[config.mk]
export PLATFORM = sky130hd
export DESIGN_NAME = alu_issue_queue
export DESIGN_NICKNAME = d
export VERILOG_FILES = /design/src/rtl/alu_issue_queue.sv
export SDC_FILE = /design/constraint.sdc
export NUM_CORES = 1
export LEC_CHECK = 0
export ABC_CLOCK_PERIOD_IN_PS = 6100
export CAP_MARGIN = 20
export CORE_UTILIZATION = 40
export CTS_BUF_LIST = sky130_fd_sc_hd__clkbuf_16
export CTS_CLUSTER_SIZE = 12
export DETAILED_ROUTE_END_ITERATION = 8
export GPL_TIMING_DRIVEN = 0
export PLACE_DENSITY = 0.72
export SLEW_MARGIN = 20
export SYNTH_ARGS = -nofsm -noshare
export SYNTH_HDL_FRONTEND = slang
export SYNTH_SLANG_ARGS = --single-unit
[constraint.sdc]
create_clock -name clk -period 6.1 [get_ports clk]
set_clock_uncertainty 0.2 [all_clocks]
set_input_delay 1.525 -clock clk [delete_from_list [all_inputs] [get_ports clk]]
set_output_delay 1.525 -clock clk [all_outputs]
set_load 0.005 [all_outputs]
[src/rtl/alu_issue_queue.sv]
// alu_issue_queue: a small command FIFO in front of a two-stage pipelined ALU.
// Accepted commands are queued in order and issued one per cycle into the
// registered ALU drive whenever the downstream is not holding. A valid/tag
// pipe runs alongside the ALU so that each result comes out with its tag.
// Commands with an illegal opcode are dropped at the input and reported with
// a one-cycle error pulse.
module alu_issue_queue #(
    parameter int WIDTH = 64,
    parameter int DEPTH = 4,
    parameter int TAGW  = 4
) (
    input  logic             clk,
    input  logic             rst,
    input  logic             in_valid,
    output logic             in_ready,
    input  logic [3:0]       in_opcode,
    input  logic [WIDTH-1:0] in_op1,
    input  logic [WIDTH-1:0] in_op2,
    input  logic [4:0]       in_shift,
    input  logic [TAGW-1:0]  in_tag,
    input  logic             hold,
    output logic [3:0]       alu_opcode,
    output logic [WIDTH-1:0] alu_input1,
    output logic [WIDTH-1:0] alu_input2,
    output logic [4:0]       alu_shiftValue,
    output logic             res_valid,
    output logic [TAGW-1:0]  res_tag,
    output logic             err_illegal,
    output logic [TAGW-1:0]  err_tag,
    output logic [1:0]       in_flight
);

    localparam int PW = (DEPTH > 1) ? $clog2(DEPTH) : 1;
    localparam int CW = PW + 1;

    // FIFO storage; contents are qualified by the count, so no reset needed
    logic [3:0]       r_mem_op  [DEPTH];
    logic [WIDTH-1:0] r_mem_a   [DEPTH];
    logic [WIDTH-1:0] r_mem_b   [DEPTH];
    logic [4:0]       r_mem_sh  [DEPTH];
    logic [TAGW-1:0]  r_mem_tag [DEPTH];

    logic [PW-1:0]    r_wptr;
    logic [PW-1:0]    r_rptr;
    logic [CW-1:0]    r_count;

    logic             r_s0_valid;
    logic [TAGW-1:0]  r_s0_tag;
    logic             r_s1_valid;
    logic [TAGW-1:0]  r_s1_tag;

    logic             w_accept;
    logic             w_legal;
    logic             w_push;
    logic             w_illegal;
    logic             w_issue;

    // Handshake and issue decisions; ready depends only on the registered count
    always_comb begin
        in_ready  = (r_count < CW'(DEPTH));
        w_accept  = in_valid & in_ready;
        w_legal   = (in_opcode <= 4'd6);
        w_push    = w_accept & w_legal;
        w_illegal = w_accept & ~w_legal;
        w_issue   = (r_count != '0) & ~hold;
        in_flight = {1'b0, r_s0_valid} + {1'b0, r_s1_valid};
    end

    // Write legal commands into the slot at the write pointer
    always_ff @(posedge clk) begin
        if (w_push) begin
            r_mem_op[r_wptr]  <= in_opcode;
            r_mem_a[r_wptr]   <= in_op1;
            r_mem_b[r_wptr]   <= in_op2;
            r_mem_sh[r_wptr]  <= in_shift;
            r_mem_tag[r_wptr] <= in_tag;
        end
    end

    // Pointers wrap naturally because DEPTH is a power of two
    always_ff @(posedge clk or posedge rst) begin
        if (rst) begin
            r_wptr  <= '0;
            r_rptr  <= '0;
            r_count <= '0;
        end else begin
            if (w_push)
                r_wptr <= r_wptr + PW'(1);
            if (w_issue)
                r_rptr <= r_rptr + PW'(1);
            case ({w_push, w_issue})
                2'b10:   r_count <= r_count + CW'(1);
                2'b01:   r_count <= r_count - CW'(1);
                default: r_count <= r_count;
            endcase
        end
    end

    // ALU drive registers load the head entry on issue and hold otherwise
    always_ff @(posedge clk or posedge rst) begin
        if (rst) begin
            alu_opcode     <= '0;
            alu_input1     <= '0;
            alu_input2     <= '0;
            alu_shiftValue <= '0;
        end else if (w_issue) begin
            alu_opcode     <= r_mem_op[r_rptr];
            alu_input1     <= r_mem_a[r_rptr];
            alu_input2     <= r_mem_b[r_rptr];
            alu_shiftValue <= r_mem_sh[r_rptr];
        end
    end

    // Valid/tag pipe tracking the ALU input and result registers
    always_ff @(posedge clk or posedge rst) begin
        if (rst) begin
            r_s0_valid <= 1'b0;
            r_s0_tag   <= '0;
            r_s1_valid <= 1'b0;
            r_s1_tag   <= '0;
            res_valid  <= 1'b0;
            res_tag    <= '0;
        end else begin
            r_s0_valid <= w_issue;
            if (w_issue)
                r_s0_tag <= r_mem_tag[r_rptr];
            r_s1_valid <= r_s0_valid;
            r_s1_tag   <= r_s0_tag;
            res_valid  <= r_s1_valid;
            res_tag    <= r_s1_tag;
        end
    end

    // One-cycle error pulse for a dropped illegal opcode
    always_ff @(posedge clk or posedge rst) begin
        if (rst) begin
            err_illegal <= 1'b0;
            err_tag     <= '0;
        end else begin
            err_illegal <= w_illegal;
            err_tag     <= w_illegal ? in_tag : '0;
        end
    end

endmodule
==> impl_metrics.sql, run 1 <==
INSERT INTO impl_metrics (metric_group, metric, value, unit) VALUES
('synth', 'syn-instance-count', '1096', ''),
('synth', 'synth.top_cells.by_count', 'edfxtp_1, dfrtp_1, mux2_2', ''),
('pwr', 'powerDensity', '451', 'nW/um^2'),
('flow_run', 'maxCapViolations', '0', ''),
('place', 'place_inst', '2266', ''),
('final_layout', 'drive_gt1_share', '28.6', '%'),
('cts', 'clkTransAtPathRegs', '0.06', 'ns'),
('sta', 'fmax', '219', 'MHz'),
('cts', 'cts_setup_buffers', '0', ''),
('final_layout', 'fill_cells', '5033', ''),
('cts', 'ctsHoldBuffers', '0', ''),
('grt', 'global_route.usage.total', '16.8', '%'),
('floorplan', 'die-height', '259', 'um'),
('synth', 'synth_flop_cell', 'edfxtp_1', ''),
('floorplan', 'dieArea', '67000', 'sq um'),
('cts', 'worst_skew_pair.late_latency', '0.60', 'ns'),
('place', 'placement.io_buffers', '294', ''),
('sta', 'hold_ws', '0.145', 'ns'),
('final_layout', 'postLayoutCellArea', '33300', 'sq um'),
('final_layout', 'area_growth_syn_to_layout', '26.3', '%'),
('synth', 'mappedNetlistArea', '26400', 'sq um'),
('routing', 'detail_route.vias_per_cell', '5.09', ''),
('cts', 'htree_levels', '3', ''),
('cts', 'postCtsResizedCells', '0', ''),
('synth', 'synth_enable_flop_cells', '564', ''),
('pwr', 'cellLeakagePower', '11.4', 'nW'),
('grt', 'grt_first_pass_wirelength', '83100', 'um'),
('final_layout', 'finalNetCount', '1643', ''),
('routing', 'detail_route.wl_per_cell', '23.0', 'um'),
('cts', 'cts_buffers', '78', ''),
('cts', 'cts.sink_count', '728', ''),
('floorplan', 'fp.coreArea', '64800', 'sq um'),
('critical_path', 'critPathLaunchType', 'input port', ''),
('synth', 'postSynth.asyncResetShare', '22.5', '%'),
('sta', 'fin_setup_tns', '0', 'ns'),
('routing', 'dr_total_vias', '12300', ''),
('grt', 'overflow', '0', ''),
('synth', 'average_size_of_a_mapped_cell', '24.1', 'sq um'),
('critical_path', 'path_max_fanout', '38', ''),
('floorplan', 'top_level_ports', '295', ''),
('critical_path', 'critPathKind', 'in2reg', ''),
('routing', 'route.final.wire_length', '55400', 'um'),
('synth', 'yosysMostFrequentCell', 'edfxtp_1', ''),
('cts', 'cts_root_buf', 'clkbuf_16', ''),
('synth', 'synth_warnings', '0', ''),
('sta', 'rsz_0062_raised_after_global_routing', 'false', ''),
('routing', 'route.detailed.drc', '0', ''),
('place', 'globalplace.congestion', '0.723', ''),
('cts', 'tritoncts', 'yes', ''),
('synth', 'netlist_top_cells_area', 'edfxtp_1, dfrtp_1, mux4_2', ''),
('sta', 'min_period_over_period', '75.0', '%'),
('routing', 'drt.antenna.violating_nets', '0', ''),
('synth', 'yosysUniqueCellTypes', '20', ''),
('synth', 'sequential_element_share_of_the_synthesized_area', '79.8', '%'),
('place', 'sum_of_net_half_perimeters_after_detailed_placement', '35200', 'um'),
('hold_path', 'hold_path.class', 'reg2reg', ''),
('critical_path', 'endpoint_type_of_the_worst_setup_path', 'flop', ''),
('synth', 'synth_top_area_cell', 'edfxtp_1', ''),
('grt', 'initial_antenna_violation_count', '10', ''),
('routing', 'drt_first_pass_iters', '4', ''),
('sta', 'finalWorstPathRequiredPeriod', '4.57', 'ns'),
('critical_path', 'worst-endpoint-required', '6.17', 'ns'),
('sta', 'timing.final.setup_violations', '0', ''),
('grt', 'vias_in_the_first_global_route', '13500', ''),
('synth', 'net_count_after_synthesis', '1248', ''),
('sta', 'timing_max_transition_violations_final', '0', ''),
('critical_path', 'timing.critical_path.arrival', '4.65', 'ns'),
('grt', 'grt_max_degree', '43', ''),
('sta', 'maxSlewHeadroom', '41.2', '%'),
('sta', 'worst_pin_slew', '0.879', 'ns'),
('synth', 'synth_top_area_share', '64.2', '%'),
('cts', 'clock_tree.buffer_depth', '3', ''),
('final_layout', 'post_layout_nonfiller_instances', '2410', ''),
('pwr', 'vdd.ir_drop.worst', '0.000270', 'V'),
('routing', 'number_of_drc_markers_after_the_initial_detailed_route_iteration', '700', ''),
('floorplan', 'placementRows', '93', ''),
('synth', 'ys_ff_latch', '728', ''),
('run_status', 'status', 'complete, no violations', ''),
('place', 'detailed_place.area', '30900', 'sq um'),
('floorplan', 'initial_utilization', '40.7', '%'),
('floorplan', 'die_w', '259', 'um'),
('sta', 'report.final.hold_viol_count', '0', '');
[sequential cells by signal, summed over array words and instances, names as in the netlist]
| signal | cells |
|---|---|
| alu_input1 | 64 |
| alu_input2 | 64 |
| alu_opcode | 4 |
| alu_shiftValue | 5 |
| err_illegal | 1 |
| err_tag | 4 |
| r_count | 3 |
| r_mem_a | 256 |
| r_mem_b | 256 |
| r_mem_op | 16 |
| r_mem_sh | 20 |
| r_mem_tag | 16 |
| r_rptr | 2 |
| r_s0_tag | 4 |
| r_s0_valid | 1 |
| r_s1_tag | 4 |
| r_s1_valid | 1 |
| r_wptr | 2 |
| res_tag | 4 |
| res_valid | 1 |
[final cells by class]
type,instances,area [sq um],area share (%)
well taps,855,1070,3.21
repair buffers,315,3400,10.2
inverters,8,33.8,0.101
clock inverters,61,408,1.22
flip-flops and latches,728,21000,63.2
plain buffers,48,277,0.830
multi-input cells,312,5040,15.1
clock buffers,81,2030,6.09
diodes,2,5.00,0.0150
[kinds of logic after synthesis]
group	Yosys count	synth area share, %
simple gates	14	0.327
compound gates	1	0.0237
flops	728	79.8
xor+xnor	6	0.199
mux	284	18.1
buf+inv	56	1.16
fa+ha+maj	7	0.361
[layer usage]
metal	track usage, %	routed length [um]	up-vias
met5	0	103	-
met4	5.03	978	16
met3	5.13	3850	92
met2	28.0	27800	316
met1	21.1	22700	6552
li1	-	-	5301
[report_power, final]
group	switching, W	leakage, nW	internal, W
Clock	0.00184	1.30	0.00261
Sequential	0.000347	7.02	0.00617
Combinational	0.00164	3.12	0.00242
Total	0.00383	11.4	0.0112
[per-stage QoR]
stage | utilization [%] | total power [W] | worst slack [ns]
finish | 51.4 | 0.0150 | 1.53
global route | 51.4 | 0.0157 | 1.43
CTS | 51.4 | 0.0153 | 1.52
detailed placement | 47.6 | 0.0108 | 0.893
global placement | 46.9 | 0.0107 | -4.31
floorplan | - | 0.00883 | 0.0416
[cell usage in the layout (no fill, tap or decap)]
| cell | count |
|---|---|
| edfxtp_1 | 564 |
| clkdlybuf4s50_1 | 294 |
| dfrtp_1 | 164 |
| mux2_2 | 142 |
| mux4_2 | 141 |
| clkbuf_16 | 81 |
| inv_1 | 34 |
| buf_2 | 23 |
| clkbuf_1 | 16 |
| buf_12 | 16 |
| clkinv_1 | 14 |
| clkinv_2 | 10 |
| buf_6 | 9 |
| ha_1 | 6 |
| bufinv_16 | 5 |
| buf_16 | 5 |
| and2_1 | 4 |
| and2_4 | 4 |
| xnor2_1 | 3 |
| xor2_1 | 3 |
| inv_6 | 3 |
| diode_2 | 2 |
| nor3_1 | 1 |
| nor2_2 | 1 |
| mux2i_1 | 1 |
| a31oi_1 | 1 |
| and3_1 | 1 |
| nor3b_2 | 1 |
| clkinvlp_4 | 1 |
| nor2_1 | 1 |
| nor3b_1 | 1 |
| fa_1 | 1 |
| inv_8 | 1 |
| clkinv_8 | 1 |
[critical path, cell delays in order]
cell and delay (ns):
clkdlybuf4s50_1 0.49, a31oi_1 0.75, and3_1 0.27, clkbuf_1 0.30, and2_4 0.66, buf_12 0.30, buf_16 0.27
[path summary, 6_finish.rpt]
path	start	to	slack [ns]	cells after the start
min	r_s1_tag[3]	res_tag[3]	0.15	0
min in group asynchronous	rst	alu_shiftValue[3]	1.06	2
min reg2reg	r_s1_tag[3]	res_tag[3]	0.15	0
max	in_opcode[0]	r_mem_sh[1][0]	1.53	7
max reg2reg	r_count[0]	r_count[2]	2.93	10
max in group asynchronous	rst	alu_input1[31]	3.73	5
(Power assumes the default switching activity.)
==> inputs of run 2 (changes only) <==
--- a/config.mk
+++ b/config.mk
@@ -5,14 +5,14 @@
 export SDC_FILE = /design/constraint.sdc
 export NUM_CORES = 1
 export LEC_CHECK = 0
-export ABC_CLOCK_PERIOD_IN_PS = 6100
+export ABC_CLOCK_PERIOD_IN_PS = 4620
 export CAP_MARGIN = 20
 export CORE_UTILIZATION = 40
 export CTS_BUF_LIST = sky130_fd_sc_hd__clkbuf_16
 export CTS_CLUSTER_SIZE = 12
 export DETAILED_ROUTE_END_ITERATION = 8
 export GPL_TIMING_DRIVEN = 0
-export PLACE_DENSITY = 0.72
+export PLACE_DENSITY = 0.7
 export SLEW_MARGIN = 20
 export SYNTH_ARGS = -nofsm -noshare
 export SYNTH_HDL_FRONTEND = slang
==> constraint.sdc (replaced) <==
create_clock -name clk -period 4.62 [get_ports clk]
set_clock_uncertainty 0.2 [all_clocks]
set_input_delay 1.155 -clock clk [delete_from_list [all_inputs] [get_ports clk]]
set_output_delay 1.155 -clock clk [all_outputs]
set_load 0.005 [all_outputs]
==> run 2 against run 1 <==
Compared with the run above:
- via count decreased by 0.78%
- clock power increased by 30%
- largest cell class unchanged
- highest routed layer unchanged
- hold slack improved by 0.0034 ns
- sequential share of layout area up 0.055 points
- worst setup slack worse by 0.99 ns
- total power increased by 31%
- sequential power rose by 32%
- die area did not move
==> impl_metrics.sql, run 2 (synthesis results as in run 1) <==
INSERT INTO impl_metrics (metric_group, metric, value, unit) VALUES
('run_status', 'status', 'complete, no violations', ''),
('final_layout', 'area_growth_syn_to_layout', '26.2', '%'),
('cts', 'worst_skew_pair.late_latency', '0.60', 'ns'),
('hold_path', 'whs_path_depth', '0', ''),
('grt', 'global_route.usage.total', '16.9', '%'),
('cts', 'cts_root_buf', 'clkbuf_16', ''),
('pwr', 'powerDensity', '594', 'nW/um^2'),
('final_layout', 'layout.cells.most_common_list', 'edfxtp_1, clkdlybuf4s50_1, dfrtp_1, mux2_2, mux4_2', ''),
('place', 'place_inst', '2266', ''),
('critical_path', 'r2r_slack', '1.51', 'ns'),
('critical_path', 'timing.rr.end', 'r_count[2]', ''),
('sta', 'worst_pin_slew', '0.823', 'ns'),
('sta', 'finalWorstPathRequiredPeriod', '4.09', 'ns'),
('grt', 'vias_in_the_first_global_route', '13500', ''),
('sta', 'maxSlewHeadroom', '45.2', '%'),
('routing', 'drt_first_pass_iters', '5', ''),
('cts', 'clkTransAtPathRegs', '0.06', 'ns'),
('critical_path', 'worst-endpoint-required', '4.69', 'ns'),
('final_layout', 'drive_gt1_share', '28.7', '%'),
('critical_path', 'regToRegStartpoint', 'r_count[0]', ''),
('routing', 'number_of_drc_markers_after_the_initial_detailed_route_iteration', '725', ''),
('routing', 'detail_route.vias_per_cell', '5.05', ''),
('final_layout', 'fill_cells', '5027', ''),
('cts', 'htree_levels', '3', ''),
('pwr', 'power', '0.0198', 'W'),
('cts', 'ctsHoldBuffers', '0', ''),
('floorplan', 'die_w', '259', 'um'),
('sta', 'min_period_over_period', '88.5', '%'),
('sta', 'fmax', '245', 'MHz'),
('sta', 'rsz_0062_raised_after_global_routing', 'false', ''),
('hold_path', 'hold_path.class', 'reg2reg', ''),
('critical_path', 'worst_r2r_path_depth', '10', ''),
('final_layout', 'post_layout_nonfiller_instances', '2411', ''),
('critical_path', 'critPathKind', 'in2reg', ''),
('grt', 'grt_first_pass_wirelength', '83800', 'um'),
('critical_path', 'timing.critical_path.arrival', '4.16', 'ns'),
('cts', 'clock_tree.buffer_depth', '3', ''),
('routing', 'route.final.wire_length', '55700', 'um'),
('routing', 'drt.antenna.violating_nets', '0', ''),
('final_layout', 'postLayoutCellArea', '33300', 'sq um'),
('floorplan', 'initial_utilization', '40.7', '%'),
('pwr', 'cellLeakagePower', '11.4', 'nW'),
('critical_path', 'path_max_fanout', '40', ''),
('cts', 'cts_setup_buffers', '0', ''),
('sta', 'timing.final.setup_violations', '0', ''),
('grt', 'initial_antenna_violation_count', '7', ''),
('cts', 'cts_buffers', '79', ''),
('floorplan', 'placementRows', '93', ''),
('hold_path', 'hold_path.startpoint', 'r_s1_tag[3]', ''),
('grt', 'grt_max_degree', '41', ''),
('routing', 'detail_route.wl_per_cell', '23.1', 'um'),
('final_layout', 'final_common_cell', 'edfxtp_1', ''),
('place', 'sum_of_net_half_perimeters_after_detailed_placement', '35200', 'um'),
('floorplan', 'die-height', '259', 'um'),
('final_layout', 'utilization_after_layout', '51.3', '%'),
('flow_run', 'maxCapViolations', '0', ''),
('sta', 'hold_ws', '0.149', 'ns'),
('cts', 'postCtsResizedCells', '0', ''),
('sta', 'report.final.hold_viol_count', '0', ''),
('hold_path', 'worst_hold_path.endpoint', 'res_tag[3]', ''),
('final_layout', 'finalNetCount', '1644', ''),
('critical_path', 'critPathLaunchType', 'input port', ''),
('floorplan', 'dieArea', '67000', 'sq um'),
('floorplan', 'fp.coreArea', '64800', 'sq um'),
('floorplan', 'top_level_ports', '295', ''),
('cts', 'tritoncts', 'yes', ''),
('place', 'detailed_place.area', '30900', 'sq um'),
('grt', 'overflow', '0', ''),
('final_layout', 'reg_top3', 'r_mem_a x256, r_mem_b x256', ''),
('critical_path', 'endpoint_type_of_the_worst_setup_path', 'flop', ''),
('routing', 'dr_total_vias', '12200', ''),
('place', 'globalplace.congestion', '0.706', ''),
('sta', 'timing_max_transition_violations_final', '0', ''),
('place', 'placement.io_buffers', '294', ''),
('cts', 'cts.sink_count', '728', ''),
('routing', 'route.detailed.drc', '0', ''),
('pwr', 'vdd.ir_drop.worst', '0.000333', 'V');
-- run 2: cell count changes in the layout (fill, tap and decap cells not counted), sizes merged --
cell | before | now
clkinv | 25 | 29
bufinv | 5 | 2
clkinvlp | 1 | 4
inv | 38 | 36
diode | 2 | 1
-- run 2: how the worst max path moves through the flow --
stage | startpoint | slack [ns] | cells past startpoint | to
floorplan | in_opcode[0] | 0.50 | 4 | r_mem_a[0][0]
global placement | in_opcode[3] | -2.34 | 5 | r_mem_a[2][4]
detailed placement | in_opcode[3] | -0.19 | 7 | r_mem_sh[0][0]
CTS | in_opcode[3] | 0.44 | 7 | r_mem_b[0][0]
global route | in_opcode[0] | 0.36 | 7 | r_mem_a[0][25]
finish | in_opcode[3] | 0.53 | 7 | r_mem_op[0][1]
-- run 2: layer usage --
layer	vias up	global-route usage [%]	part of all wire (%)
met5	-	0	0.13
met2	300	27.7	50
met3	89	4.79	6.5
met1	6484	21.9	41
met4	10	4.96	2.0
li1	5298	-	-
-- run 2: area by class of cell --
type	count	area (sq um)	area share, %
buffer	48	277	0.831
tap	855	1070	3.22
clock buffer	81	2030	6.09
sequential	728	21000	63.2
clock inverter	63	344	1.03
timing repair buffer	315	3440	10.3
antenna	1	2.50	0.00752
inverter	8	33.8	0.102
multi-input combinational	312	5040	15.1
-- run 2: metrics by stage --
step / TNS (ns) / worst slack (ns)
2_1_floorplan: 0 / 0.503
3_3_place_gp: -1471.09 / -2.34
3_5_place_dp: -20.47 / -0.188
4_1_cts: 0 / 0.437
5_1_grt: 0 / 0.363
6_report: 0 / 0.532
-- run 2: where the power goes --
group	internal [W]	switching (W)
Clock	0.00328	0.00248
Combinational	0.00320	0.00219
Sequential	0.00814	0.000448
Total	0.0146	0.00512
-- run 2: worst max-delay path: stages --
cell and delay, ns:
clkdlybuf4s50_1 0.55, a31oi_1 0.62, and3_1 0.25, clkbuf_1 0.29, and2_4 0.66, buf_16 0.30, buf_12 0.27
==> RTL change 1: new RTL, flow settings as in run 1 <==
The parameter `WIDTH` goes from 64 to 68.
--- a/src/rtl/alu_issue_queue.sv
+++ b/src/rtl/alu_issue_queue.sv
@@ -5,7 +5,7 @@
 // Commands with an illegal opcode are dropped at the input and reported with
 // a one-cycle error pulse.
 module alu_issue_queue #(
-    parameter int WIDTH = 64,
+    parameter int WIDTH = 68,
     parameter int DEPTH = 4,
     parameter int TAGW  = 4
 ) (
Interface: changed (resized alu_input1, alu_input2, in_op1 and in_op2); port bits go from 295 to 311. No check against the original RTL was run, so the function may have changed too.
==> RTL change 1 against run 1 <==
Combinational power increased by 6.2%; largest power group unchanged; register-to-register slack worse by 0.18 ns; critical path type unchanged; final area is 5.5% higher; worst setup slack improved by 0.40 ns; area after synthesis increased by 5.5%; wire length up 6.8%; sequential cell count is 40 higher; total power increased by 4.6%; largest cell class unchanged; critical path depth is 3 higher.
==> RTL change 1: results <==
group,metric,value,unit
routing,ant_nets,0,
clock_tree,clkLatencyLatePin,0.63,ns
global_routing,overflow,0,
final_layout,drive_gt1_share,28.54,%
yosys,yosysUniqueCellTypes,21,
placement,portBuffers,310,
pwr,peakVddDrop,269.6,µV
worst_setup_path,critical_path_arrival,4.51,ns
placement,place_ws,1.168,ns
timing,max-slew-margin-rel,38.59,%
routing,wl_met1,24250,µm
hold_path,hold_path_class,"register to register",
placement,gp_congestion,0.7077,
worst_setup_path,crit_fanout,11,
yosys,synth_common_cells,"596 x edfxtp_1, 172 x dfrtp_1, 150 x mux2_2",
routing,drt-total-wl,59150,µm
global_routing,grt_pass1_vias,14050,
timing,setup_violations,0,
yosys,synth_edf_count,596,
clock_tree,clk_pin_slew,0.06,ns
global_routing,antenna_found_initial,8,
routing,num_vias,12940,
routing,dr_wl_met3,4015,µm
yosys,async_reset_ff_share,22.40,%
yosys,ys_seq_area_share,79.78,%
global_routing,grt_max_degree,37,
yosys,yosysWarnings,0,
routing,drt_iter0_markers,796,
clock_tree,cts_buffers,82,
final_layout,reg_top3,"r_mem_a: 272 flops, r_mem_b: 272 flops",
global_routing,grtUsageTotal,16.97,%
placement,place_hpwl,37130,µm
clock_tree,cts_resized,0,
routing,firstDrtPassIters,5,
status,status,"completed",
clock_tree,cts-root-buf,"clkbuf_16",
final_layout,num-nets-final,1733,
pwr,leakagePower,12.02,nW
global_routing,grt_pass1_wl,88670,µm
routing,wl_met2,29680,µm
clock_tree,htreeDepth,3,
clock_tree,clock_path_buffers,3,
yosys,synthTopCellsByArea,"edfxtp_1 64%, dfrtp_1 15%, mux4_2 12%",
yosys,synthesis.nets,1315,
RTL change 1: per-layer routing:
metal	global-route usage, %	vias to the layer above
met1	21.92	6915
met2	27.65	310
met4	5.203	14
li1	-	5598
met3	5.120	98
met5	0	-
RTL change 1: power breakdown:
part	internal, mW	switching (mW)	total [mW]	leakage [nW]
Clock	2.50	2.01	4.51	1.31
Sequential	6.51	0.379	6.89	7.40
Combinational	2.57	1.75	4.31	3.31
RTL change 1: kinds of logic (layout without fill, tap and decap cells):
group                      count (synthesis)  count (layout)  synth area share [%]
xor gates and xnor gates                   6               6                0.1889
buffers and inverters                     59             544                 1.192
muxes                                    300             300                 18.16
AOI/OAI and AO/OA                          1               1               0.02250
other                                      0               1                     0
and+or+nand+nor                           14              14                0.3102
adders and majority gates                  7               7                0.3417
DFF                                      768             768                 79.78
RTL change 1: per-stage QoR:
| stage | instances | hold slack, ns | power, mW | area [µm²] | utilization [%] |
|---|---|---|---|---|---|
| global route | 2572 | 0.1458 | 16.46 | 35120 | 51.12 |
| detailed placement | 2420 | 0.1381 | 11.41 | 32660 | 47.54 |
| floorplan | 1155 | 0.1312 | 9.296 | 27840 | - |
| CTS | 2571 | 0.1479 | 15.97 | 35120 | 51.12 |
| global placement | 2396 | 0.1370 | 11.25 | 32100 | 46.73 |
| finish | 2572 | 0.1437 | 15.71 | 35120 | 51.12 |
RTL change 1: final timing paths:
check                                        endpoint  cells past startpoint  slack (ns)                    from
min in group asynchronous        err_tag[0]$_DFF_PP0_                      2        1.12                     rst
setup / recovery               r_count[2]$_DFFE_PP0P_                     10        1.92                    hold
hold reg to reg                  res_tag[3]$_DFF_PP0_                      0        0.14   r_s1_tag[3]$_DFF_PP0_
setup reg to reg               r_count[2]$_DFFE_PP0P_                     10        2.75  r_count[0]$_DFFE_PP0P_
max in group asynchronous  alu_input1[36]$_DFFE_PP0P_                      5        3.63                     rst
hold / removal                   res_tag[3]$_DFF_PP0_                      0        0.14   r_s1_tag[3]$_DFF_PP0_
RTL change 1: cell type report:
cell class	instances	area, µm²
Clock buffer	82	2052
Inverter	8	33.78
Antenna cell	1	2.502
Clock inverter	69	407.9
Tap cell	931	1165
Fill cell	5404	33580
Multi-Input combinational cell	328	5310
Timing Repair Buffer	334	3650
Buffer	51	301.5
Sequential cell	768	22200
RTL change 1: worst max-delay path, cell delays in order:
cell and delay, ns:
clkdlybuf4s50_1 0.44, nor2_2 0.48, buf_2 0.52, buf_2 0.43
ha_1 0.26, inv_1 0.07, fa_1 0.37, xor2_1 0.15
nor2_1 0.12, xnor2_1 0.12
==> RTL change 2: new RTL, flow settings as in run 1 <==
Made on the original files. Make the reset (`rst`) synchronous in 4 clocked blocks.
--- a/src/rtl/alu_issue_queue.sv
+++ b/src/rtl/alu_issue_queue.sv
@@ -78,7 +78,7 @@
     end
 
     // Pointers wrap naturally because DEPTH is a power of two
-    always_ff @(posedge clk or posedge rst) begin
+    always_ff @(posedge clk) begin
         if (rst) begin
             r_wptr  <= '0;
             r_rptr  <= '0;
@@ -97,7 +97,7 @@
     end
 
     // ALU drive registers load the head entry on issue and hold otherwise
-    always_ff @(posedge clk or posedge rst) begin
+    always_ff @(posedge clk) begin
         if (rst) begin
             alu_opcode     <= '0;
             alu_input1     <= '0;
@@ -112,7 +112,7 @@
     end
 
     // Valid/tag pipe tracking the ALU input and result registers
-    always_ff @(posedge clk or posedge rst) begin
+    always_ff @(posedge clk) begin
         if (rst) begin
             r_s0_valid <= 1'b0;
             r_s0_tag   <= '0;
@@ -132,7 +132,7 @@
     end
 
     // One-cycle error pulse for a dropped illegal opcode
-    always_ff @(posedge clk or posedge rst) begin
+    always_ff @(posedge clk) begin
         if (rst) begin
             err_illegal <= 1'b0;
             err_tag     <= '0;
Function: differs if rst is asserted again (counterexample within 4 cycles, from zero or initial values and one cycle with rst high); with rst held inactive, the same outputs for 4 cycles.
==> RTL change 2 against run 1 <==
Area after synthesis decreased by 3.0%; wire length decreased by 0.10%; global-route usage increased by 0.35 points; non-clock buffer count increased by 7; sequential cell count unchanged; synthesized cell count increased by 4.2%; highest routed layer unchanged; count of clock-buffer cells in the layout increased by 5; register-to-register slack improved by 0.23 ns; total power decreased by 16%; sequential share of layout area decreased by 0.77 points; worst setup slack improved by 0.49 ns; critical path depth decreased by 2; final area decreased by 2.7%.
==> RTL change 2: results <==
group,metric,value,unit
routing,wl_met2,27540,µm
status,status,"completed",
global_routing,antenna_found_initial,11,
final_layout,num-nets-final,1680,
yosys,ys_seq_area_share,79.07,%
global_routing,grt_pass1_vias,13360,
yosys,synth_edf_count,564,
routing,dr_wl_met3,4248,µm
clock_tree,clk_pin_slew,0.06,ns
routing,drt-total-wl,55330,µm
yosys,yosysWarnings,0,
yosys,synthesis.nets,1294,
final_layout,drive_gt1_share,19.16,%
yosys,synth_top_flop_cell,"edfxtp_1",
final_layout,fillers,5021,
hold_path,hold_start,"r_s1_tag[2]$_SDFF_PP0_",
pwr,peakVddDrop,256.0,µV
yosys,syn_area_per_cell,22.39,µm²
worst_setup_path,rr_startpoint,"r_count[2]$_SDFFE_PP0P_",
clock_tree,cts_buffers,78,
worst_setup_path,critical_path_arrival,4.16,ns
yosys,synth_common_cells,"564 x edfxtp_1, 164 x dfxtp_1, 141 x a22o_1, 141 x mux4_2, 21 x clkbuf_1",
final_layout,reg_top3,"r_mem_a: 256 flops, r_mem_b: 256 flops",
placement,place_hpwl,34630,µm
placement,portBuffers,294,
worst_setup_path,crit_fanout,40,
routing,drt_iter0_markers,786,
clock_tree,htreeDepth,3,
clock_tree,cts-root-buf,"clkbuf_16",
yosys,synthTopCellsByArea,"edfxtp_1 66%, dfxtp_1 13%, mux4_2 12%",
yosys,async_reset_ff_share,0,%
routing,firstDrtPassIters,4,
global_routing,grt_pass1_wl,81970,µm
clock_tree,clkLatencyLatePin,0.60,ns
yosys,yosysUniqueCellTypes,32,
hold_path,hold_path_class,"register to register",
worst_setup_path,rr_worst_depth,4,
job,maxCapViolCount,0,
pwr,leakagePower,10.67,nW
routing,wl_met1,22220,µm
placement,dp_cells,2294,
global_routing,grtUsageTotal,17.12,%
hold_path,holdPathStages,1,
final_layout,stdcell_count,2442,
worst_setup_path,crit_start,"in_opcode[3]",
placement,gp_congestion,0.7231,
routing,dr.max_layer_used,"met5",
routing,vias_per_cell,5.181,
timing,max-slew-margin-rel,49.82,%
global_routing,grt_max_degree,41,
-- RTL change 2: cell count changes after synthesis, sizes merged, moves of 4 or more --
cell    change
mux2      -142
a21oi       +6
dfxtp     +164
buf        +11
a22o      +141
and3        +4
o21ai       +4
dfrtp     -164
nor2b      +10
and2        -4
clkbuf      +5
-- RTL change 2: worst max-delay path, cell delays in order --
cell and delay (ns):
clkdlybuf4s50_1 0.56, nor3b_1 0.64, and3_4 0.78, buf_16 0.33, buf_16 0.27
-- RTL change 2: cells by family (layout without fill, tap and decap cells) --
logic type               Yosys count  in the layout  synth area share (%)
AO/OA/AOI/OAI                    154            154                 5.182
XOR/XNOR                           2              2               0.06852
AND/OR/NAND/NOR                   35             35                0.8514
multiplexers                     141            141                 12.42
buffers and inverters             75            525                 2.036
adder cells (fa/ha/maj)            7              7                0.3719
flip-flops                       728            728                 79.07
other                              0              4                     0
-- RTL change 2: final cells by class --
cell class / count / share of cell area [%]
Clock buffer: 86 / 6.643
Buffer: 64 / 1.479
Antenna cell: 4 / 0.03090
Tap cell: 846 / 3.267
Timing Repair Buffer: 306 / 10.01
Inverter: 11 / 0.1275
Clock inverter: 58 / 1.054
Multi-Input combinational cell: 339 / 14.97
Sequential cell: 728 / 62.41
-- RTL change 2: stage by stage --
step | cell area [µm²] | setup WS, ns | hold slack, ns
after floorplan | 25570 | 0.1367 | 0.2138
after global placement | 29570 | -3.734 | 0.2265
after detailed placement | 29890 | 1.353 | 0.2307
after CTS | 32390 | 1.996 | 0.2585
after global routing | 32390 | 1.834 | 0.2595
final | 32400 | 2.012 | 0.2463
-- RTL change 2: path summary, 6_finish.rpt --
| check | end | slack, ns |
|---|---|---|
| worst min-delay path | res_tag[2]$_SDFF_PP0_ | 0.25 |
| worst min register to register | res_tag[2]$_SDFF_PP0_ | 0.25 |
| worst max-delay path | r_mem_b[0][25]$_DFFE_PP_ | 2.01 |
| worst max register to register | r_mem_b[0][25]$_DFFE_PP_ | 3.16 |
-- RTL change 2: routing by layer --
metal | up-vias | track usage [%]
li1 | 5570 | -
met1 | 6587 | 21.85
met2 | 383 | 27.96
met3 | 97 | 5.543
met4 | 16 | 4.944
met5 | - | 0
-- RTL change 2: power by group --
group          internal (mW)  switching (mW)  total (mW)
sequential              5.71           0.170        5.88
combinational           1.24           0.946        2.18
clock                   2.65            1.84        4.49
total                   9.60            2.96        12.6
